File: config.mk
export PLATFORM = sky130hd
export DESIGN_NAME = mux_scan_ctrl
export DESIGN_NICKNAME = d
export VERILOG_FILES = /design/src/rtl/mux_scan_ctrl.sv
export SDC_FILE = /design/constraint.sdc
export NUM_CORES = 1
export LEC_CHECK = 0
export BUFFER_PORTS_ARGS = -buffer_cell sky130_fd_sc_hd__buf_2
export CAP_MARGIN = 25
export CORE_ASPECT_RATIO = 0.8
export CORE_MARGIN = 3
export CORE_UTILIZATION = 45
export CTS_BUF_LIST = sky130_fd_sc_hd__clkbuf_4 sky130_fd_sc_hd__clkbuf_8
export DETAILED_ROUTE_END_ITERATION = 6
export GPL_ROUTABILITY_DRIVEN = 0
export PLACE_DENSITY_LB_ADDON = 0.25
export SYNTH_ARGS = -nofsm -noshare
export SYNTH_HDL_FRONTEND = slang
export SYNTH_SLANG_ARGS = --single-unit
File: constraint.sdc
create_clock -name clk -period 1.7 [get_ports clk]
set_input_delay 0.085 -clock clk [delete_from_list [all_inputs] [get_ports clk]]
set_output_delay 0.085 -clock clk [all_outputs]
set_load 0.01 [all_outputs]
File: src/rtl/mux_scan_ctrl.sv
// mux_scan_ctrl: walks a mux through its channels, waits a settle time on each,
// and presents every captured sample as a (channel, data) word on a valid/ready
// stream. Sweeps can be run once or repeated continuously until stop is requested.
module mux_scan_ctrl #(
   parameter int BIT_WIDTH     = 4,
   parameter int DEPTH         = 4,
   parameter int SEL_WIDTH     = 2,
   parameter int SETTLE_CYCLES = 2,
   parameter int CNT_WIDTH     = 4
) (
   input  logic                 clk,
   input  logic                 rst,
   input  logic                 start,
   input  logic                 continuous,
   input  logic                 stop,
   input  logic [BIT_WIDTH-1:0] muxout,
   output logic [SEL_WIDTH-1:0] select,
   output logic [BIT_WIDTH-1:0] outData,
   output logic [SEL_WIDTH-1:0] outChan,
   output logic                 outValid,
   input  logic                 outReady,
   output logic                 busy,
   output logic                 done
);

   typedef enum logic [1:0] {
      IDLE   = 2'd0,
      SETTLE = 2'd1,
      SEND   = 2'd2
   } state_t;

   localparam logic [SEL_WIDTH-1:0] LAST_SEL = SEL_WIDTH'(DEPTH - 1);
   localparam logic [CNT_WIDTH-1:0] CNT_LAST = CNT_WIDTH'(SETTLE_CYCLES - 1);

   state_t               state, state_n;
   logic [SEL_WIDTH-1:0] select_n;
   logic [CNT_WIDTH-1:0] cnt, cnt_n;
   logic [BIT_WIDTH-1:0] data_n;
   logic [SEL_WIDTH-1:0] chan_n;
   logic                 valid_n;
   logic                 done_n;
   logic                 stop_l, stop_n;

   assign busy = (state != IDLE);

   // State and output registers; reset drops any pending word immediately.
   always_ff @(posedge clk) begin
      if (rst) begin
         state    <= IDLE;
         select   <= '0;
         cnt      <= '0;
         outData  <= '0;
         outChan  <= '0;
         outValid <= 1'b0;
         done     <= 1'b0;
         stop_l   <= 1'b0;
      end else begin
         state    <= state_n;
         select   <= select_n;
         cnt      <= cnt_n;
         outData  <= data_n;
         outChan  <= chan_n;
         outValid <= valid_n;
         done     <= done_n;
         stop_l   <= stop_n;
      end
   end

   // Next-state logic: settle, capture, hand off, then advance or finish.
   // The wrap decision uses the stop latch as it stood before this edge.
   always_comb begin
      state_n  = state;
      select_n = select;
      cnt_n    = cnt;
      data_n   = outData;
      chan_n   = outChan;
      valid_n  = outValid;
      done_n   = 1'b0;
      stop_n   = stop_l;
      unique case (state)
         IDLE: begin
            stop_n = 1'b0;
            if (start) begin
               state_n  = SETTLE;
               select_n = '0;
               cnt_n    = '0;
            end
         end
         SETTLE: begin
            stop_n = stop_l | stop;
            cnt_n  = cnt + CNT_WIDTH'(1);
            if (cnt == CNT_LAST) begin
               data_n  = muxout;
               chan_n  = select;
               valid_n = 1'b1;
               state_n = SEND;
            end
         end
         SEND: begin
            stop_n = stop_l | stop;
            if (outReady) begin
               valid_n = 1'b0;
               cnt_n   = '0;
               if (select != LAST_SEL) begin
                  select_n = select + SEL_WIDTH'(1);
                  state_n  = SETTLE;
               end else if (continuous && !stop_l) begin
                  select_n = '0;
                  state_n  = SETTLE;
               end else begin
                  select_n = '0;
                  done_n   = 1'b1;
                  stop_n   = 1'b0;
                  state_n  = IDLE;
               end
            end
         end
         default: state_n = IDLE;
      endcase
   end

endmodule

* Word level (Yosys, flattened, before mapping)
Index checks and enable logic that the tools add are counted.
W data, S select, Z words.
** Operators by class
- Add/sub/neg operators :: 2
- Equal/unequal tests :: 7
- Mux-type cells :: 21
- Bitwise gates (word level) :: 3
- Reductions and logical operators :: 13
** Operators with widths (count)
- $mux W2 :: 6
- $pmux W4 S3 :: 1
- $reduce_and A3 Y1 :: 4
- $mux W1 :: 8
- $mux W4 :: 2
- $ne A2 B2 Y1 const B :: 4
- $pmux W2 S3 :: 1
- $reduce_bool A2 Y1 :: 3
- $add A4 B1 Y4 const B :: 1
- $eq A4 B1 Y1 const B :: 1
- $pmux W2 S2 :: 1
- $reduce_or A4 Y1 :: 1
- $pmux W1 S3 :: 1
- $reduce_bool A3 Y1 :: 1
- $add A2 B1 Y2 const B :: 1
- $eq A2 B1 Y1 const B :: 1
- $eq A2 B2 Y1 const B :: 1
- $logic_not A2 Y1 :: 1
- $not A1 Y1 :: 2
- $pmux W1 S2 :: 1
- $reduce_and A2 Y1 :: 1
- $logic_and A1 B1 Y1 :: 1
- $logic_not A1 Y1 :: 1
- $or A1 B1 Y1 :: 1
** Word-level totals
- Register bits after elaboration :: 17
- Bits of input ports :: 10
- Output and inout port bits :: 11

* Logic depth before layout (Yosys ltp)
Gate-level depths: netlist (run 1).
- Word-level depth :: 6
- Gate-level depth with buffers :: 7
- Depth with buffers taken out :: 5

* Worst setup path before layout (run 1)
Ideal clock, no wire load.
- Path type :: reg2reg
- Start point :: reg state[0]
- End point :: reg cnt[2]
- Setup time :: 129 ps
- Data arrival time :: 1423 ps
- Data required time :: 1571 ps
- Setup slack :: 147 ps
- Stages on the path, launching flop included :: 8
- Path buffers :: 2
- Cell sequence :: dfxtp_1 -> inv_1 -> ha_1 -> buf_2 -> nor2b_1 -> buf_2 -> a2111oi_0 -> o32ai_1
** Between the ends
- Cells in the longest elaborated chain, start to end :: 3
- Elaborated cells on any way between the ends :: 8
** Ends and longest elaborated chain
- start: declaration :: line 35 : state_t state, state_n;
- start signal: assignment :: line 58 : state <= state_n;
- $eq A2 B2 Y1 (tied with other cells) :: line 80 : unique case (state)
- $ne A2 B2 Y1 (no line) or $reduce_bool A3 Y1 (tied branches)
- $reduce_and A3 Y1 (no line)
- end signal: assignment :: line 60 : cnt <= cnt_n;
- end: declaration :: line 37 : logic [CNT_WIDTH-1:0] cnt, cnt_n;
Parallel ways exist; a longest one is shown, timed or not.
A chain may end at the register's enable or synchronous reset.

* Worst setup path in the final report (run 1)
- Start point :: reg state[1]
- End point :: reg cnt[3]
Same word-level chain as after synthesis.

==> results_tabular.tex, run 1 <==
\begin{tabular}{lr}
\hline
Metric & Value \\
\hline
\multicolumn{2}{l}{\textbf{Status}} \\
\quad Result of the run & finished, final reports clean \\
\multicolumn{2}{l}{\textbf{Clock network}} \\
\quad Clock-pin slew on the worst setup and hold paths & roughly 0.1 ns \\
\quad Latest clock arrival within the worst-skew pair & 0.29 ns \\
\quad Number of sinks handled by clock tree synthesis & 17 \\
\quad H-tree depth & 1 \\
\quad Clock root buffer & sky130\_fd\_sc\_hd\_\_clkbuf\_4 \\
\quad Number of buffers created by CTS & 3 \\
\quad Number of buffers inserted by post-CTS setup repair & 0 \\
\quad CTS tree & yes \\
\quad Clock tree buffer depth & 2 \\
\multicolumn{2}{l}{\textbf{Worst setup path}} \\
\quad Reg2Reg Setup Slack & between 0.07 and 0.08 ns \\
\quad Data required time of the critical path & around 1.9 ns \\
\quad Worst setup path endpoint & cnt[3] \\
\quad Arrival time reported for the critical path endpoint & around 1.8 ns \\
\quad Highest fanout seen on the critical path & 9 \\
\quad Worst setup path startpoint & state[1] \\
\quad Worst setup path class & flip-flop to flip-flop \\
\quad Crit end category & flip-flop \\
\quad Length in cells of the worst reg-to-reg path & 6 \\
\quad Reg2Reg Capture Point & cnt[3] \\
\quad Startpoint of the most critical register-to-register path & state[1] \\
\quad Crit start category & flip-flop \\
\multicolumn{2}{l}{\textbf{STA}} \\
\quad Setup violations, final & 0 \\
\quad Setup ws final & $\sim$0.075 ns \\
\quad Setup repair after global routing missed its margin & false \\
\quad Final slew viol count & 0 \\
\quad Worst Tran Pin Value & about 0.37 ns \\
\quad TNS Setup & 0 ns \\
\quad Final worst-path cycle share & 0.9556 \\
\quad Worst slew margin relative to its limit & 0.7552 \\
\quad Max Freq & 0.6156 GHz \\
\quad Worst-case clock skew & between 0.003 and 0.004 ns \\
\quad Final critical path time including I/O delays and setup & between 1.5 and 2 ns \\
\quad Number of failing hold endpoints at the final stage & 0 \\
\multicolumn{2}{l}{\textbf{GRT}} \\
\quad Leftover overflow at the end of global routing & 0 \\
\quad Antenna violations before repair & 0 \\
\quad Number of global-route vias before repair & 743 \\
\quad Combined global-route utilization of all metal layers & 0.1576 \\
\quad Largest net degree at the start of global routing & 20 \\
\quad Wire length of the first global-routing pass & 3229 microns \\
\multicolumn{2}{l}{\textbf{Power}} \\
\quad Portion of total power attributed to the clock network & 0.210 \\
\quad Static leakage & 0.4535 nW \\
\quad Relative contribution of sequential cells to total power & 0.444 \\
\quad Net Switching & approximately 340 uW \\
\quad VDD IR-drop max & roughly 0.00062 V \\
\quad Share of total power in combinational logic & 0.346 \\
\quad Sw Share & 0.3325 \\
\quad Int Power & roughly 680 uW \\
\quad Post-layout total power & between 1 and 1.5 mW \\
\quad Power density over the cells & 946.2 mW/mm\^{}2 \\
\multicolumn{2}{l}{\textbf{Logic synthesis}} \\
\quad Largest area contributor in the netlist & sky130\_fd\_sc\_hd\_\_dfxtp\_1 \\
\quad Most instantiated library cell after synthesis & sky130\_fd\_sc\_hd\_\_dfxtp\_1 \\
\quad Post-synthesis sequential area ratio & 0.3711 \\
\quad Average instance area after synthesis & 8.991 sq um \\
\quad Post-synth net total & around 120 \\
\quad Top\_reg\_cell synth & sky130\_fd\_sc\_hd\_\_dfxtp\_1 \\
\quad Most numerous cell types in the synthesized netlist & sky130\_fd\_sc\_hd\_\_dfxtp\_1 (17), sky130\_fd\_sc\_hd\_\_inv\_1 (9), sky130\_fd\_sc\_hd\_\_nor2\_1 (8), sky130\_fd\_sc\_hd\_\_ha\_1 (7) \\
\quad Number of synthesized flops with an enable pin & 0 \\
\quad Number of library cell types mapped by synthesis & 29 \\
\quad Area fraction of the dominant cell type after synthesis & 0.3711 \\
\quad FFs w/ async S/R, synth & 0 \\
\quad Number of synthesized register bits & 17 \\
\quad Yosys warning total & 0 \\
\quad Cell Area, Synth & just over 900 sq um \\
\quad Area contributors post-synth & sky130\_fd\_sc\_hd\_\_dfxtp\_1 (37\%), sky130\_fd\_sc\_hd\_\_ha\_1 (9.5\%), sky130\_fd\_sc\_hd\_\_mux2i\_1 (6.5\%) \\
\quad Post-Syn Instances & approximately 100 \\
\multicolumn{2}{l}{\textbf{Final layout}} \\
\quad Nets@finish & between 100 and 150 \\
\quad FILL cells & about 160 \\
\quad Area growth from synthesis to final layout & 17.87\% \\
\quad Ratio of cells with drive above 1 in the final layout & 0.2581 \\
\quad Diodes inserted & 0 \\
\multicolumn{2}{l}{\textbf{Die}} \\
\quad Core area & 0.001773 sq mm \\
\quad Die height & $\sim$46 microns \\
\quad I/O pin count & 21 \\
\quad Die area & approximately 0.0026 sq mm \\
\quad Die width & $\sim$56 microns \\
\quad Row cnt & 13 \\
\quad Effective utilization at floorplan & 0.5173 \\
\multicolumn{2}{l}{\textbf{Drt}} \\
\quad Total wire length & between 1500 and 2000 microns \\
\quad Overall via count from detail\_route & just over 800 \\
\quad Drt drc & 0 \\
\quad Avg WL per Cell & $\sim$13 microns \\
\quad First-pass iteration count of the detailed router & 4 \\
\quad Final ANT Viol Nets & 0 \\
\quad Average via count per standard cell & $\sim$5.5 \\
\quad Number of DRC violations after detailed-routing iteration 0 & 12 \\
\multicolumn{2}{l}{\textbf{Min path}} \\
\quad Class of the most critical hold timing path & primary input to flip-flop \\
\multicolumn{2}{l}{\textbf{Run}} \\
\quad Max Cap Violations & 0 \\
\multicolumn{2}{l}{\textbf{Place}} \\
\quad Post-DP HPWL & about 1400 microns \\
\quad Count of input and output buffers & 20 \\
\quad Pre-CTS worst setup slack & approximately 0.073 ns \\
\hline
\end{tabular}
==> cell type report <==
cell class	count	area, sq um	area share
clock buffer	3	22.52	0.02083
clock inverter	1	5.005	0.004630
inverter	9	33.78	0.03125
multi-input combinational	69	513.0	0.4745
sequential	17	341.6	0.3160
tap	22	27.53	0.02546
timing repair buffer	25	137.6	0.1273
==> cells in the final DEF (no fill, tap or decap), drive strengths merged, types with 3 or more instances in the layout <==
cell / Yosys / layout
nor2: 8 / 8
dfxtp: 17 / 17
clkbuf: 2 / 3
inv: 9 / 9
nor2b: 5 / 5
nand2: 3 / 3
o31ai: 5 / 5
nand4: 4 / 4
mux2i: 6 / 6
ha: 7 / 7
a21oi: 6 / 6
o32ai: 3 / 3
buf: 5 / 25
==> metal layers <==
layer / share of wire / up-vias / track usage / routed length (microns)
li1: - / 422 / - / -
met1: 0.51 / 375 / 0.2087 / 966
met3: 0.042 / 0 / 0.05322 / 80
met5: 0 / - / 0 / 0
met2: 0.44 / 13 / 0.2512 / 836
met4: 0 / 0 / 0.03318 / 0
==> power by group through the flow <==
stage	Sequential, mW	Combinational, mW	Clock (mW)
6_report	0.454	0.354	0.214
2_1_floorplan	0.461	0.236	0
5_1_grt	0.459	0.388	0.239
4_1_cts	0.453	0.345	0.230
3_5_place_dp	0.462	0.343	0
3_3_place_gp	0.461	0.343	0
==> how the worst min path moves through the flow <==
stage                          from          to  slack [ns]  cells past startpoint
after floorplan           muxout[0]  outData[0]        0.23                      2
after detailed placement  muxout[0]  outData[0]        0.33                      3
after CTS                 muxout[2]  outData[2]        0.02                      3
after global placement    muxout[0]  outData[0]        0.32                      3
final                     muxout[2]  outData[2]        0.03                      3
after global routing      muxout[0]  outData[0]        0.04                      3
==> through the flow <==
stage	utilization	instances	area, sq um	hold slack, ns
after floorplan	-	102	917.1	0.2322
after global placement	0.5921	142	1050	0.3226
after detailed placement	0.5921	142	1050	0.3345
after CTS	0.6076	146	1077	0.02227
after global routing	0.6097	146	1081	0.04033
final	0.6097	146	1081	0.02817
==> sequential cells by signal, indices dropped and copies added, names as in the netlist <==
signal / cells
state: 2
stop_l: 1
select: 2
outChan: 2
outValid: 1
cnt: 4
done: 1
outData: 4
==> worst max-delay path, cell delays in order, from the launching register on <==
cell,delay (ns)
sky130_fd_sc_hd__dfxtp_1,0.41
sky130_fd_sc_hd__inv_1,0.08
sky130_fd_sc_hd__ha_1,0.20
sky130_fd_sc_hd__nor2b_1,0.13
sky130_fd_sc_hd__buf_4,0.16
sky130_fd_sc_hd__a2111oi_1,0.40
sky130_fd_sc_hd__o32ai_1,0.13
==> logic make-up (layout without fill, tap and decap cells) <==
kind of cell,Yosys count,in the layout,share of synthesized area
buffers and inverters,16,38,0.07230
AND/OR/NAND/NOR,33,33,0.2128
flip-flops,17,17,0.3711
AO/OA/AOI/OAI,23,23,0.1828
adder cells (fa/ha/maj),7,7,0.09549
multiplexers,6,6,0.06549
==> timing repair <==
action | 4_1_cts | 5_1_grt
gates resized for setup | 0 | 3
hold buffers | 0 | 0
setup endpoints to repair | 0 | 3
No activity file was read; power rests on OpenSTA's default activity.
==> run 2, diff against run 1 <==
--- a/config.mk
+++ b/config.mk
@@ -13,6 +13,7 @@
 export CTS_BUF_LIST = sky130_fd_sc_hd__clkbuf_4 sky130_fd_sc_hd__clkbuf_8
 export DETAILED_ROUTE_END_ITERATION = 6
 export GPL_ROUTABILITY_DRIVEN = 0
+export HOLD_SLACK_MARGIN = 0.08
 export PLACE_DENSITY_LB_ADDON = 0.25
 export SYNTH_ARGS = -nofsm -noshare
 export SYNTH_HDL_FRONTEND = slang
==> run 2 against run 1 <==
Effect of this change: setup slack better by 0.0019 ns; critical path depth unchanged; combinational power up 2%; maximum frequency up 0.12%; sequential share of layout area down 1.1 points.
==> results_tabular.tex, run 2 (same netlist as run 1, synthesis figures left out) <==
\begin{tabular}{lr}
\hline
Metric & Value \\
\hline
\multicolumn{2}{l}{\textbf{Status}} \\
\quad Result of the run & finished, final reports clean \\
\multicolumn{2}{l}{\textbf{Drt}} \\
\quad Number of DRC violations after detailed-routing iteration 0 & 13 (+1) \\
\quad Avg WL per Cell & 12.72 microns (-1.4\%) \\
\quad Final ANT Viol Nets & 0 (unchanged) \\
\quad Total wire length & 1908 microns (+1.3\%) \\
\quad First-pass iteration count of the detailed router & 4 (unchanged) \\
\quad Drt drc & 0 (unchanged) \\
\quad Average via count per standard cell & 5.527 (-0.38\%) \\
\quad Overall via count from detail\_route & 829 (+2.3\%) \\
\multicolumn{2}{l}{\textbf{Clock network}} \\
\quad Number of buffers created by CTS & 3 (unchanged) \\
\quad H-tree depth & 1 (unchanged) \\
\quad Clock tree buffer depth & 2 (unchanged) \\
\quad Clock root buffer & sky130\_fd\_sc\_hd\_\_clkbuf\_4 \\
\quad Number of buffers inserted by post-CTS setup repair & 0 (unchanged) \\
\quad CTS tree & yes \\
\quad Number of sinks handled by clock tree synthesis & 17 (unchanged) \\
\quad Latest clock arrival within the worst-skew pair & 0.29 ns (about the same) \\
\quad Clock-pin slew on the worst setup and hold paths & 0.10 ns (about the same) \\
\multicolumn{2}{l}{\textbf{STA}} \\
\quad TNS Setup & 0 ns (unchanged) \\
\quad Setup repair after global routing missed its margin & false \\
\quad Final worst-path cycle share & 0.9545 (-0.001112) \\
\quad Max Freq & 0.6163 GHz (+0.12\%) \\
\quad Number of failing hold endpoints at the final stage & 0 (unchanged) \\
\quad Worst-case clock skew & 0.002957 ns (-0.0007482 ns) \\
\quad Setup violations, final & 0 (unchanged) \\
\quad Final slew viol count & 0 (unchanged) \\
\quad Final critical path time including I/O delays and setup & 1.623 ns (-0.001890 ns) \\
\quad Worst Tran Pin Value & 0.3662 ns (-0.0000009537 ns) \\
\quad Worst slew margin relative to its limit & 0.7552 (about the same) \\
\multicolumn{2}{l}{\textbf{Worst setup path}} \\
\quad Reg2Reg Setup Slack & 0.08 ns (about the same) \\
\quad Reg2Reg Capture Point & cnt[3] \\
\quad Arrival time reported for the critical path endpoint & 1.79 ns (about the same) \\
\quad Worst setup path class & flip-flop to flip-flop \\
\quad Startpoint of the most critical register-to-register path & state[1] \\
\quad Highest fanout seen on the critical path & 9 (unchanged) \\
\quad Length in cells of the worst reg-to-reg path & 6 (unchanged) \\
\quad Crit end category & flip-flop \\
\quad Crit start category & flip-flop \\
\quad Data required time of the critical path & 1.87 ns (about the same) \\
\multicolumn{2}{l}{\textbf{GRT}} \\
\quad Number of global-route vias before repair & 743 (unchanged) \\
\quad Combined global-route utilization of all metal layers & 0.1588 (+0.001212) \\
\quad Wire length of the first global-routing pass & 3243 microns (+0.43\%) \\
\quad Antenna violations before repair & 0 (unchanged) \\
\quad Largest net degree at the start of global routing & 20 (unchanged) \\
\quad Leftover overflow at the end of global routing & 0 (unchanged) \\
\multicolumn{2}{l}{\textbf{Final layout}} \\
\quad Area growth from synthesis to final layout & 22.24\% \\
\quad Most common cell after layout, fill and taps aside & sky130\_fd\_sc\_hd\_\_buf\_2 \\
\quad Nets@finish & 146 (+2.8\%) \\
\quad Top flop regs & cnt x4, outData x4 \\
\quad Final Non-Filler Cells & 150 (+2.7\%) \\
\quad Diodes inserted & 0 (unchanged) \\
\quad Leading cell types in the layout, fill and taps excluded & sky130\_fd\_sc\_hd\_\_buf\_2 (20), sky130\_fd\_sc\_hd\_\_dfxtp\_1 (16), sky130\_fd\_sc\_hd\_\_inv\_1 (9) \\
\quad Final Core Density & 0.6323 (+0.02258) \\
\quad Ratio of cells with drive above 1 in the final layout & 0.2500 (-0.008065) \\
\multicolumn{2}{l}{\textbf{Power}} \\
\quad Power density over the cells & 919.6 mW/mm\^{}2 (-2.8\%) \\
\quad VDD IR-drop max & 0.0006214 V (+0.81\%) \\
\quad Post-layout total power & 1.031 mW (+0.79\%) \\
\quad Static leakage & 0.4702 nW (+3.7\%) \\
\multicolumn{2}{l}{\textbf{Die}} \\
\quad Die height & 46.38 microns (unchanged) \\
\quad I/O pin count & 21 (unchanged) \\
\quad Effective utilization at floorplan & 0.5173 (unchanged) \\
\quad Die width & 56.48 microns (unchanged) \\
\quad Core area & 0.001773 sq mm (unchanged) \\
\quad Die area & 0.002619 sq mm (unchanged) \\
\quad Row cnt & 13 (unchanged) \\
\multicolumn{2}{l}{\textbf{Min path}} \\
\quad Class of the most critical hold timing path & primary input to flip-flop \\
\quad Origin of the worst min-delay path & outReady \\
\quad Hold Crit Endpoint & select[1] \\
\quad Cell count of the worst hold path & 3 (unchanged) \\
\multicolumn{2}{l}{\textbf{Place}} \\
\quad Count of input and output buffers & 20 (unchanged) \\
\quad Placed cell count & 142 (unchanged) \\
\quad Post-DP HPWL & 1437 microns (unchanged) \\
\multicolumn{2}{l}{\textbf{Run}} \\
\quad Max Cap Violations & 0 (unchanged) \\
\hline
\end{tabular}
## run 2: how the worst max path moves through the flow
| stage | from | cells after the start | endpoint | slack [ns] |
|---|---|---|---|---|
| 3_3_place_gp | state[1] | 6 | cnt[3] | 0.08 |
| 5_1_grt | state[1] | 6 | cnt[3] | 0.02 |
| 2_1_floorplan | state[0] | 7 | cnt[2] | 0.15 |
| 3_5_place_dp | state[1] | 6 | cnt[3] | 0.07 |
| 6_report | state[1] | 6 | cnt[3] | 0.08 |
| 4_1_cts | state[1] | 6 | cnt[3] | 0.05 |
## run 2: timing repair
action,4_1_cts,5_1_grt
resized for setup,0,3
endpoints found under the setup margin,0,3
hold endpoints to repair,4,0
hold buffers,4,0
## run 2: report_power, final
group	leakage [nW]	total (mW)	switching, mW	internal, mW
clock	0.0177	0.215	0.128	0.0874
combinational	0.315	0.362	0.189	0.172
sequential	0.138	0.454	0.0255	0.429
total	0.470	1.03	0.342	0.689
## run 2: layout make-up
cell class | instances | area [sq um]
fillers | 150 | 651.9
inverters | 9 | 33.78
repair buffers | 29 | 177.7
flip-flops and latches | 17 | 341.6
well taps | 22 | 27.53
multi-input cells | 69 | 513.0
clock buffers | 3 | 22.52
clock inverters | 1 | 5.005
## run 2: per-layer routing
layer / routed length (microns) / global-route usage / share of wire / vias to the layer above
met5: 0 / 0 / 0 / -
met4: 0 / 0.03318 / 0 / 0
met3: 97 / 0.05322 / 0.051 / 0
met2: 847 / 0.2488 / 0.44 / 19
met1: 963 / 0.2137 / 0.50 / 380
li1: - / - / - / 430
## run 2: through the flow
stage                     cell area, sq um  hold WS, ns  worst slack (ns)
after floorplan                      917.1       0.2322            0.1475
final                                 1121       0.1006           0.07737
after CTS                             1117      0.09223           0.04811
after detailed placement              1050       0.3345           0.07290
after global placement                1050       0.3226           0.07968
after global routing                  1121       0.1080           0.01633
## run 2: critical path, cell delays in order, from the launching register on
cell and delay, ns:
sky130_fd_sc_hd__dfxtp_1 0.41, sky130_fd_sc_hd__inv_1 0.08, sky130_fd_sc_hd__ha_1 0.20, sky130_fd_sc_hd__nor2b_1 0.13, sky130_fd_sc_hd__buf_4 0.16, sky130_fd_sc_hd__a2111oi_1 0.40, sky130_fd_sc_hd__o32ai_1 0.13
==> run 3, diff against run 2 <==
--- a/config.mk
+++ b/config.mk
@@ -7,7 +7,6 @@
 export LEC_CHECK = 0
 export BUFFER_PORTS_ARGS = -buffer_cell sky130_fd_sc_hd__buf_2
 export CAP_MARGIN = 25
-export CORE_ASPECT_RATIO = 0.8
 export CORE_MARGIN = 3
 export CORE_UTILIZATION = 45
 export CTS_BUF_LIST = sky130_fd_sc_hd__clkbuf_4 sky130_fd_sc_hd__clkbuf_8
==> constraint.sdc (replaced) <==
create_clock -name clk -period 1.89 [get_ports clk]
set_input_delay 0.0945 -clock clk [delete_from_list [all_inputs] [get_ports clk]]
set_output_delay 0.0945 -clock clk [all_outputs]
set_load 0.01 [all_outputs]
==> run 3 against run 2 <==
Effect of this change: die area fell by 0.13%; clock skew barely moved; total power fell by 12%; setup slack improved by 0.094 ns; cell count did not move.
==> results_tabular.tex, run 3 (same netlist as run 1, synthesis figures left out) <==
\begin{tabular}{lr}
\hline
Metric & Value \\
\hline
\multicolumn{2}{l}{\textbf{Status}} \\
\quad Result of the run & finished, final reports clean \\
\multicolumn{2}{l}{\textbf{Final layout}} \\
\quad Top flop regs & cnt x4, outData x4 \\
\quad Ratio of cells with drive above 1 in the final layout & 0.2240 (-0.02600) \\
\quad Final Non-Filler Cells & 150 (unchanged) \\
\quad Area growth from synthesis to final layout & 19.78\% \\
\quad Nets@finish & 143 (-2.1\%) \\
\quad Finished Cell Area & 0.001099 sq mm (-2.0\%) \\
\quad Leading cell types in the layout, fill and taps excluded & sky130\_fd\_sc\_hd\_\_buf\_2 (20), sky130\_fd\_sc\_hd\_\_dfxtp\_1 (17), sky130\_fd\_sc\_hd\_\_inv\_1 (9) \\
\quad Most common cell after layout, fill and taps aside & sky130\_fd\_sc\_hd\_\_buf\_2 \\
\quad FILL cells & 166 (+11\%) \\
\quad Final Core Density & 0.6034 (-0.02889) \\
\quad Diodes inserted & 0 (unchanged) \\
\multicolumn{2}{l}{\textbf{Drt}} \\
\quad Total wire length & 2095 microns (+9.8\%) \\
\quad Average via count per standard cell & 5.560 (+0.60\%) \\
\quad Drt drc & 0 (unchanged) \\
\quad First-pass iteration count of the detailed router & 4 (unchanged) \\
\quad Avg WL per Cell & 13.97 microns (+9.8\%) \\
\quad Number of DRC violations after detailed-routing iteration 0 & 18 (+5) \\
\quad Final ANT Viol Nets & 0 (unchanged) \\
\quad Overall via count from detail\_route & 834 (+0.60\%) \\
\multicolumn{2}{l}{\textbf{Power}} \\
\quad Portion of total power attributed to the clock network & 0.219 (+0.010) \\
\quad Net Switching & 314.6 uW (-8.1\%) \\
\quad Static leakage & 0.4549 nW (-3.2\%) \\
\quad Sw Share & 0.3476 (+0.01574) \\
\quad Power density over the cells & 823.8 mW/mm\^{}2 (-10\%) \\
\quad Relative contribution of sequential cells to total power & 0.453 (+0.012) \\
\quad VDD IR-drop max & 0.0005635 V (-9.3\%) \\
\quad Int Power & 590.4 uW (-14\%) \\
\quad Share of total power in combinational logic & 0.328 (-0.023) \\
\multicolumn{2}{l}{\textbf{Min path}} \\
\quad Hold Crit Endpoint & select[0] \\
\quad Class of the most critical hold timing path & primary input to flip-flop \\
\quad Origin of the worst min-delay path & outReady \\
\quad Cell count of the worst hold path & 3 (unchanged) \\
\multicolumn{2}{l}{\textbf{Clock network}} \\
\quad Number of buffers created by CTS & 3 (unchanged) \\
\quad Clock root buffer & sky130\_fd\_sc\_hd\_\_clkbuf\_4 \\
\quad H-tree depth & 1 (unchanged) \\
\quad Clock tree buffer depth & 2 (unchanged) \\
\quad Number of sinks handled by clock tree synthesis & 17 (unchanged) \\
\quad Number of buffers inserted by post-CTS setup repair & 0 (unchanged) \\
\quad Gates resized, CTS repair & 0 (unchanged) \\
\quad CTS tree & yes \\
\quad Latest clock arrival within the worst-skew pair & 0.30 ns (about the same) \\
\quad Clock-pin slew on the worst setup and hold paths & 0.10 ns (about the same) \\
\multicolumn{2}{l}{\textbf{GRT}} \\
\quad Wire length of the first global-routing pass & 3594 microns (+11\%) \\
\quad Combined global-route utilization of all metal layers & 0.1818 (+0.02297) \\
\quad Largest net degree at the start of global routing & 20 (unchanged) \\
\quad Leftover overflow at the end of global routing & 0 (unchanged) \\
\quad Number of global-route vias before repair & 757 (+1.9\%) \\
\quad Antenna violations before repair & 0 (unchanged) \\
\multicolumn{2}{l}{\textbf{STA}} \\
\quad Setup violations, final & 0 (unchanged) \\
\quad Setup repair after global routing missed its margin & false \\
\quad Final worst-path cycle share & 0.9093 (-0.04514) \\
\quad Worst-case clock skew & 0.002918 ns (-0.00003933 ns) \\
\quad Max Freq & 0.5818 GHz (-5.6\%) \\
\quad Hold slack final & 0.1095 ns (+0.008906 ns) \\
\quad Worst slew margin relative to its limit & 0.5862 (-0.1690) \\
\quad TNS Setup & 0 ns (unchanged) \\
\quad Worst Tran Pin Value & 0.6194 ns (+0.2532 ns) \\
\quad Final slew viol count & 0 (unchanged) \\
\quad Number of failing hold endpoints at the final stage & 0 (unchanged) \\
\quad Final critical path time including I/O delays and setup & 1.719 ns (+0.09604 ns) \\
\multicolumn{2}{l}{\textbf{Worst setup path}} \\
\quad Cell-by-cell trace of the critical path & inv\_1 > ha\_1 > nor2b\_1 > a2111oi\_0 > o32ai\_1 \\
\quad Arrival time reported for the critical path endpoint & 1.93 ns (+0.14 ns) \\
\quad Crit path buffers/inverters & 1 (-1) \\
\quad Crit start category & flip-flop \\
\quad Highest fanout seen on the critical path & 9 (unchanged) \\
\quad Slowest-stage cell, CP & sky130\_fd\_sc\_hd\_\_nor2b\_1 \\
\quad Worst path max stage delay & 0.54 ns (+0.13 ns) \\
\quad Data required time of the critical path & 2.10 ns (+0.23 ns) \\
\quad Top Family by Delay on Critical Path & simple AND/OR/NAND/NOR gates \\
\quad Startpoint of the most critical register-to-register path & state[0] \\
\quad Reg2Reg Capture Point & cnt[3] \\
\quad Worst setup path class & flip-flop to flip-flop \\
\quad Length in cells of the worst reg-to-reg path & 5 (-1) \\
\quad Reg2Reg Setup Slack & 0.17 ns (+0.09 ns) \\
\quad Crit end category & flip-flop \\
\multicolumn{2}{l}{\textbf{Place}} \\
\quad Placed cell count & 142 (unchanged) \\
\quad Post-DP HPWL & 1529 microns (+6.4\%) \\
\quad Dpl cell area & 0.001031 sq mm (-1.8\%) \\
\quad Count of input and output buffers & 20 (unchanged) \\
\multicolumn{2}{l}{\textbf{Die}} \\
\quad Row cnt & 15 (+2) \\
\quad Effective utilization at floorplan & 0.5038 (-0.01351) \\
\quad Die height & 51.15 microns (+10\%) \\
\quad I/O pin count & 21 (unchanged) \\
\quad Die width & 51.15 microns (-9.4\%) \\
\quad Core area & 0.001821 sq mm (+2.7\%) \\
\quad Die area & 0.002616 sq mm (-0.13\%) \\
\multicolumn{2}{l}{\textbf{Run}} \\
\quad Max Cap Violations & 0 (unchanged) \\
\hline
\end{tabular}
## run 3: changes by cell type in the layout (fill, tap and decap cells not counted), sizes merged
cell and change:
buf -3
## run 3: stage by stage
stage	power, mW	setup slack [ns]
floorplan	0.6263	0.3375
global placement	0.6926	0.2291
detailed placement	0.7029	0.1994
CTS	0.9067	0.1795
global route	0.9573	0.05785
finish	0.9050	0.1713
## run 3: worst max-delay path by stage
stage	startpoint	to	slack [ns]	cells after the start
after detailed placement	state[0]	cnt[3]	0.20	5
after global placement	state[0]	cnt[2]	0.23	5
after floorplan	state[0]	cnt[2]	0.34	7
final	state[0]	cnt[3]	0.17	5
after CTS	state[0]	cnt[3]	0.18	5
after global routing	state[0]	cnt[2]	0.06	5
## run 3: layer usage
| metal | vias to the layer above | share of wire | track usage |
|---|---|---|---|
| met2 | 14 | 0.49 | 0.2983 |
| met1 | 395 | 0.47 | 0.2375 |
| met4 | 0 | 0.017 | 0.06726 |
| li1 | 420 | - | - |
| met3 | 5 | 0.029 | 0.02915 |
| met5 | - | 0 | 0 |
## run 3: area by class of cell
cell class	instances	area, sq um	share of cell area
Clock buffer	3	22.52	0.02050
Tap cell	25	31.28	0.02847
Timing Repair Buffer	26	155.1	0.1412
Multi-Input combinational cell	69	510.5	0.4647
Inverter	9	33.78	0.03075
Clock inverter	1	5.005	0.004556
Sequential cell	17	340.3	0.3098
## run 3: worst reg2reg max path, stage by stage (launching register included)
cell	delay (ns)
sky130_fd_sc_hd__dfxtp_1	0.35
sky130_fd_sc_hd__inv_1	0.10
sky130_fd_sc_hd__ha_1	0.24
sky130_fd_sc_hd__nor2b_1	0.54
sky130_fd_sc_hd__a2111oi_0	0.16
sky130_fd_sc_hd__o32ai_1	0.24
## run 3: power groups by stage
stage               Sequential, mW  Clock, mW  Combinational [mW]
finish                       0.410      0.198               0.297
CTS                          0.409      0.202               0.296
global placement             0.414          0               0.279
floorplan                    0.414          0               0.212
global route                 0.413      0.217               0.327
detailed placement           0.417          0               0.286
## run 3: repair_timing
action | 4_1_cts | 5_1_grt
hold endpoints to repair | 4 | 0
endpoints found under the setup margin | 0 | 0
hold buffers | 4 | 0
